<file path="config.mk">
export PLATFORM = sky130hd
export DESIGN_NAME = fixed_div_seq
export DESIGN_NICKNAME = d
export VERILOG_FILES = /design/src/rtl/fixed_div_seq_pkg.sv /design/src/rtl/fixed_div_core.sv /design/src/rtl/fixed_div_seq.sv
export SDC_FILE = /design/constraint.sdc
export NUM_CORES = 1
export LEC_CHECK = 0
export ABC_AREA = 1
export BUFFER_PORTS_ARGS = -buffer_cell sky130_fd_sc_hd__buf_2
export CAP_MARGIN = 20
export CELL_PAD_IN_SITES_DETAIL_PLACEMENT = 0
export CELL_PAD_IN_SITES_GLOBAL_PLACEMENT = 2
export CORE_MARGIN = 3
export CORE_UTILIZATION = 35
export DETAILED_ROUTE_END_ITERATION = 6
export HOLD_SLACK_MARGIN = 0.03
export PLACE_DENSITY = 0.89
export SYNTH_ARGS = -nofsm -noshare
export SYNTH_HDL_FRONTEND = slang
export SYNTH_SLANG_ARGS = --single-unit
export TNS_END_PERCENT = 10
</file>
<file path="constraint.sdc">
create_clock -name clk -period 3.85 [get_ports clk]
set_input_delay 0.1925 -clock clk [delete_from_list [all_inputs] [get_ports clk]]
set_output_delay 0.1925 -clock clk [all_outputs]
set_load 0.005 [all_outputs]
</file>
<file path="src/rtl/fixed_div_seq_pkg.sv">
// Shared definitions for the sequential fixed-point divider.
// Provides the `fixed` format, saturation constants, the divider FSM state
// type and the two's-complement helpers used for magnitude and negation.
package fixed_div_seq_pkg;

  localparam int unsigned _WIDTH = 32;
  localparam int unsigned BF     = 16;

  typedef logic signed [_WIDTH-1:0] fixed;

  localparam fixed FIXED_MAX = {1'b0, {(_WIDTH-1){1'b1}}};
  localparam fixed FIXED_MIN = {1'b1, {(_WIDTH-1){1'b0}}};

  typedef enum logic [1:0] {IDLE, DIVIDE, FINISH, DONE} div_state_t;

  function automatic logic [_WIDTH-1:0] twos_neg(input logic [_WIDTH-1:0] x);
    return ~x + _WIDTH'(1);
  endfunction

  // Unsigned magnitude; the most negative value maps to 2^(_WIDTH-1).
  function automatic logic [_WIDTH-1:0] twos_abs(input logic [_WIDTH-1:0] x);
    return x[_WIDTH-1] ? twos_neg(x) : x;
  endfunction

endpackage

</file>
<file path="src/rtl/fixed_div_core.sv">
// Restoring shift-subtract datapath, one quotient bit per step.
// Ports:
//   clk, reset : clock and synchronous active-high reset
//   load       : capture magnitudes, clear remainder and iteration count
//   step       : perform one shift/trial-subtract iteration
//   a_mag      : dividend magnitude (shifted left by BF on load)
//   b_mag      : divisor magnitude
//   last       : high during the step that produces the final quotient bit
//   quot       : unsigned quotient, valid after WIDTH+BF steps
module fixed_div_core
  import fixed_div_seq_pkg::*;
#(
  parameter int unsigned WIDTH = fixed_div_seq_pkg::_WIDTH,
  parameter int unsigned BF    = fixed_div_seq_pkg::BF
) (
  input  logic                clk,
  input  logic                reset,
  input  logic                load,
  input  logic                step,
  input  logic [WIDTH-1:0]    a_mag,
  input  logic [WIDTH-1:0]    b_mag,
  output logic                last,
  output logic [WIDTH+BF-1:0] quot
);

  localparam int unsigned DW = WIDTH + BF;
  localparam int unsigned CW = $clog2(DW + 1);

  // Remainder always stays below the divisor, so WIDTH bits suffice.
  logic [WIDTH-1:0] rem_q;
  logic [DW-1:0]    dvd_q;
  logic [WIDTH-1:0] dsr_q;
  logic [CW-1:0]    cnt_q;
  logic [WIDTH:0]   shifted;
  logic [WIDTH:0]   diff;
  logic             fits;

  always_comb begin
    shifted = {rem_q, dvd_q[DW-1]};
    diff    = shifted - {1'b0, dsr_q};
    fits    = shifted >= {1'b0, dsr_q};
  end

  assign last = step && (cnt_q == CW'(DW - 1));
  assign quot = dvd_q;

  // Quotient bits shift into dvd_q as the dividend bits shift out.
  always_ff @(posedge clk) begin
    if (reset) begin
      rem_q <= '0;
      dvd_q <= '0;
      dsr_q <= '0;
      cnt_q <= '0;
    end else if (load) begin
      rem_q <= '0;
      dvd_q <= {a_mag, {BF{1'b0}}};
      dsr_q <= b_mag;
      cnt_q <= '0;
    end else if (step) begin
      rem_q <= fits ? diff[WIDTH-1:0] : shifted[WIDTH-1:0];
      dvd_q <= {dvd_q[DW-2:0], fits};
      cnt_q <= cnt_q + CW'(1);
    end
  end

endmodule

</file>
<file path="src/rtl/fixed_div_seq.sv">
// Multi-cycle signed fixed-point divider q = a / b with valid/ready handshakes.
// Ports:
//   clk, reset            : clock and synchronous active-high reset
//   in_valid / in_ready   : operand handshake (accepted only in IDLE)
//   a, b                  : dividend and divisor, signed fixed
//   out_valid / out_ready : result handshake, result held until accepted
//   q                     : quotient, truncated toward zero, saturated on error
//   div_by_zero           : b was zero
//   overflow              : quotient magnitude not representable
module fixed_div_seq
  import fixed_div_seq_pkg::*;
#(
  parameter int unsigned WIDTH = fixed_div_seq_pkg::_WIDTH,
  parameter int unsigned BF    = fixed_div_seq_pkg::BF
) (
  input  logic             clk,
  input  logic             reset,
  input  logic             in_valid,
  output logic             in_ready,
  input  logic [WIDTH-1:0] a,
  input  logic [WIDTH-1:0] b,
  output logic             out_valid,
  input  logic             out_ready,
  output logic [WIDTH-1:0] q,
  output logic             div_by_zero,
  output logic             overflow
);

  localparam int unsigned DW = WIDTH + BF;

  localparam logic [WIDTH-1:0] QMAX = {1'b0, {(WIDTH-1){1'b1}}};
  localparam logic [WIDTH-1:0] QMIN = {1'b1, {(WIDTH-1){1'b0}}};
  // Largest representable quotient magnitudes for each result sign.
  localparam logic [DW-1:0] POS_LIM = {{(BF+1){1'b0}}, {(WIDTH-1){1'b1}}};
  localparam logic [DW-1:0] NEG_LIM = {{BF{1'b0}}, 1'b1, {(WIDTH-1){1'b0}}};

  div_state_t       state_q;
  logic             sign_q;
  logic             aneg_q;
  logic             bz_q;
  logic             accept;
  logic             core_step;
  logic             core_last;
  logic [WIDTH-1:0] a_mag;
  logic [WIDTH-1:0] b_mag;
  logic [DW-1:0]    qu;
  logic [WIDTH-1:0] qlow;
  logic [WIDTH-1:0] qneg;
  logic             ovf;
  logic [WIDTH-1:0] res;

  assign accept    = in_valid && (state_q == IDLE);
  assign core_step = (state_q == DIVIDE);

  always_comb begin
    a_mag = a[WIDTH-1] ? (~a + WIDTH'(1)) : a;
    b_mag = b[WIDTH-1] ? (~b + WIDTH'(1)) : b;
  end

  fixed_div_core #(
    .WIDTH (WIDTH),
    .BF    (BF)
  ) u_core (
    .clk   (clk),
    .reset (reset),
    .load  (accept),
    .step  (core_step),
    .a_mag (a_mag),
    .b_mag (b_mag),
    .last  (core_last),
    .quot  (qu)
  );

  always_comb begin
    qlow = qu[WIDTH-1:0];
    qneg = ~qlow + WIDTH'(1);
    ovf  = sign_q ? (qu > NEG_LIM) : (qu > POS_LIM);
    if (bz_q) begin
      res = aneg_q ? QMIN : QMAX;
    end else if (ovf) begin
      res = sign_q ? QMIN : QMAX;
    end else begin
      // Negating zero yields zero, so no -0 special case is needed.
      res = sign_q ? qneg : qlow;
    end
  end

  always_ff @(posedge clk) begin
    if (reset) begin
      state_q     <= IDLE;
      in_ready    <= 1'b1;
      out_valid   <= 1'b0;
      q           <= '0;
      div_by_zero <= 1'b0;
      overflow    <= 1'b0;
      sign_q      <= 1'b0;
      aneg_q      <= 1'b0;
      bz_q        <= 1'b0;
    end else begin
      unique case (state_q)
        IDLE: begin
          if (in_valid) begin
            in_ready    <= 1'b0;
            div_by_zero <= 1'b0;
            overflow    <= 1'b0;
            sign_q      <= a[WIDTH-1] ^ b[WIDTH-1];
            aneg_q      <= a[WIDTH-1];
            bz_q        <= (b == '0);
            state_q     <= (b == '0) ? FINISH : DIVIDE;
          end
        end
        DIVIDE: begin
          if (core_last) state_q <= FINISH;
        end
        FINISH: begin
          q           <= res;
          div_by_zero <= bz_q;
          overflow    <= !bz_q && ovf;
          out_valid   <= 1'b1;
          state_q     <= DONE;
        end
        DONE: begin
          if (out_ready) begin
            out_valid <= 1'b0;
            in_ready  <= 1'b1;
            state_q   <= IDLE;
          end
        end
        default: state_q <= IDLE;
      endcase
    end
  end

endmodule

</file>
==> impl_results.md <==
* Status: complete, no violations
* TritonCTS Buffers at 17
* First-pass GRT wire length at 64,530 um
* Post-route setup TNS at 0 ns
* CP Data Required Time at 4.24 ns
* Synthesized flop and latch total at 159
* Slew @ Worst Pin at about 1 ns
* Syn Area/Cell at 5.969 um2
* Initial DRC count at 888
* Detailed Route WL at 40,310 um
* Post-synthesis sequential area ratio at 26.27%
* DIE HEIGHT at 192.1 um
* Grt ovf at 0
* Final min period at around 2.9 ns
* Synth Flop Type: dfxtp_1
* Antenna cells at 0
* Clock Skew at 0.01218 ns
* Area Growth Syn to Fin at 11.59%
* Syn Inst Count at between 2,000 and 2,500
* Total number of yosys warnings at 0
* Worst hold slack at 0.06627 ns
* Hold Crit Class: in -> reg
* Via density at 5.063
* RSZ-0062 raised after global routing: no
* CTS Root Cell: clkbuf_16
* PortBufs at 103
* Gr usage total at 21.95%
* Final GP Congestion at 0.8988
* Rel. slew slack at between 30 and 40%
* NumNets Final at around 2,200
* Total power at 0.009968 W
* Leak Pwr at ~6.7 nW
* Hpwl dp at 30,630 um
* CP Capture Type: flip-flop
* Starting Density at 35.78%
* CTS max path bufs at 2
* Core Area at 0.03387 mm2
* TritonCTS clock tree: built
* Mapped Nets at 2,139
* PwrDens at 737.3 mW/mm2
* Non-Filler Instances at 2,542
* Placed cell count at ~2,500
* Final Max Slew Viols at 0
* Worst skew pair latency at between 0.4 and 0.5 ns
* Final hold vios at 0
* Largest net degree at the start of global routing at 62
* Netlist cell types at 51
* Max Cap Viol at 0
* Max Freq at around 340 MHz
* Final setup vio count at 0
* Width of the chip at 192.1 um
* DRC Markers at 0
* Post-synth EDFFs at 0
* Synth async-reset ratio at 0%
* # rows at 67
* VDD IR max at 332.3 uV
* Worst slack, placed at approximately 1 ns
* Number of global-route vias before repair at approximately 12,000
* Clk slew on worst S/H paths at 0.07 ns
* Routed via count at 12,869
* ANT nets after route at 0
* Final WS setup at approximately 0.94 ns
* Top-Level Pins at roughly 100
* Initial DRT Pass Iterations at 5
* Cell Area, Synth at 0.01212 mm2
* Crit Path Max Fanout at 33
* H-tree depth at 4
* Fin crit share at 75.48%
* DIE AREA at approximately 0.037 mm2
* CP arrival at 3.29 ns
* Worst setup SP type: flip-flop
* Initial antenna violation count at 0
* Clock sink count at approximately 160
* Mean routed wirelength per cell at 15.86 um
* Critical path class: reg -> reg
* Layout cells sized above 1 at 9.599%
synthesized netlist by cell type, types with 2 or more instances:
cell type / n / area [um2]
nand2_1: 613 / 2301
inv_1: 261 / 979.7
nor2_1: 215 / 807.0
dfxtp_1: 159 / 3183
nand3_1: 151 / 755.7
a21oi_1: 133 / 665.6
o21ai_0: 76 / 380.4
clkbuf_1: 58 / 217.7
nand4_1: 55 / 344.1
xor2_1: 53 / 464.2
ha_1: 40 / 500.5
nor3_1: 29 / 145.1
a31oi_1: 15 / 93.84
nand3_2: 15 / 150.1
o22ai_1: 14 / 87.58
o21ai_1: 13 / 65.06
buf_2: 10 / 50.05
o21ai_2: 10 / 87.58
nor2_2: 9 / 56.30
o21bai_1: 9 / 67.56
buf_1: 8 / 30.03
nand3b_1: 8 / 60.06
nor4_1: 8 / 50.05
xnor2_1: 8 / 70.07
and2_1: 5 / 31.28
o31ai_1: 5 / 37.54
buf_6: 4 / 45.04
inv_2: 4 / 15.01
nand2_4: 4 / 45.04
o211ai_1: 4 / 30.03
clkinv_1: 3 / 11.26
nand2_2: 3 / 18.77
o32ai_1: 3 / 26.28
and3_1: 2 / 12.51
buf_8: 2 / 30.03
nor2_4: 2 / 22.52
nor3b_1: 2 / 15.01
o21a_1: 2 / 15.01
o221ai_1: 2 / 17.52
or2_2: 2 / 12.51
metal layers:
layer  global-route usage [%]  wire length (um)
met5                        0                 0
met4                    3.502               281
met3                    2.373              1713
met2                    35.61             18280
met1                    31.88             20040
area by class of cell:
class / count / area [um2]
clock buffers: 18 / 439.2
clock inverters: 13 / 148.9
fillers: 3852 / 20350
inverters: 268 / 1006
multi-input cells: 1519 / 7547
flip-flops and latches: 159 / 3183
well taps: 448 / 560.5
repair buffers: 117 / 635.6
critical path, stage by stage, from the launching register on:
cell and delay [ns]:
dfxtp_1 0.31, inv_1 0.07, ha_1 0.36, nand2_2 0.11
nor2_2 0.30, nand2_1 0.11, nor2_2 0.15, nand4_1 0.10
nand2_1 0.08, inv_2 0.27, nand2_4 0.48, nand2_2 0.15
a21oi_1 0.15, nor2_1 0.06, nor2_1 0.08
state kept, by name, summed over array words and instances (netlist names):
register      cells
state_q           2
sign_q            1
u_core.quot      48
in_ready          1
q                32
u_core.rem_q     32
u_core.dsr_q     32
overflow          1
aneg_q            1
out_valid         1
div_by_zero       1
u_core.cnt_q      6
bz_q              1
path summary, 6_finish.rpt:
path,from,end,slack (ns),cells after the start
worst max register to register,u_core.dsr_q[10]$_SDFFE_PP0P_,u_core.rem_q[28]$_SDFFE_PP0P_,0.94,14
worst min-delay path,b[10],u_core.dsr_q[10]$_SDFFE_PP0P_,0.07,3
worst max-delay path,u_core.dsr_q[10]$_SDFFE_PP0P_,u_core.rem_q[28]$_SDFFE_PP0P_,0.94,14
worst min register to register,u_core.dsr_q[22]$_SDFFE_PP0P_,u_core.dsr_q[22]$_SDFFE_PP0P_,0.46,2
metrics by stage:
step                area [um2]  utilization [%]
finish                   13520            39.92
global route             13520            39.92
CTS                      13520            39.92
detailed placement       12920            38.16
global placement         12920            38.16
floorplan                12120                -
placed cells by master, fill, tap and decap left out, drive strengths merged, types with 4 or more instances in the layout:
master / netlist / layout
inv: 265 / 272
o22ai: 14 / 14
nand2: 620 / 620
nor3: 29 / 29
a21oi: 133 / 133
buf: 26 / 116
nand4: 55 / 55
nor4: 8 / 8
xor2: 53 / 53
xnor2: 8 / 8
nand3b: 8 / 8
nand3: 167 / 167
o31ai: 5 / 5
o211ai: 4 / 4
o21ai: 99 / 99
o21bai: 9 / 9
ha: 40 / 40
dfxtp: 159 / 159
clkbuf: 58 / 18
clkinv: 3 / 7
nor2: 226 / 226
and2: 5 / 5
a31oi: 15 / 15
power by group:
group / leakage, nW / switching [W] / internal [W]
registers: 1.29 / 0.000272 / 0.00200
logic: 5.12 / 0.00417 / 0.00177
clock network: 0.286 / 0.000816 / 0.000934
total: 6.70 / 0.00526 / 0.00471
kinds of logic after synthesis:
| kind of cell | count (synthesis) | share of synthesized area, % |
|---|---|---|
| fa+ha+maj | 41 | 4.296 |
| buf+inv | 352 | 11.61 |
| compound gates | 291 | 13.33 |
| simple gates | 1126 | 40.09 |
| flops | 159 | 26.27 |
| xor+xnor | 61 | 4.409 |
repair_timing:
action                                 CTS  global route
hold buffers                             1             0
endpoints found under the hold margin    1             0
buffers inserted                         0             0
resized for setup                        0             0
Note: power is estimated with default switching activity, not from simulation.
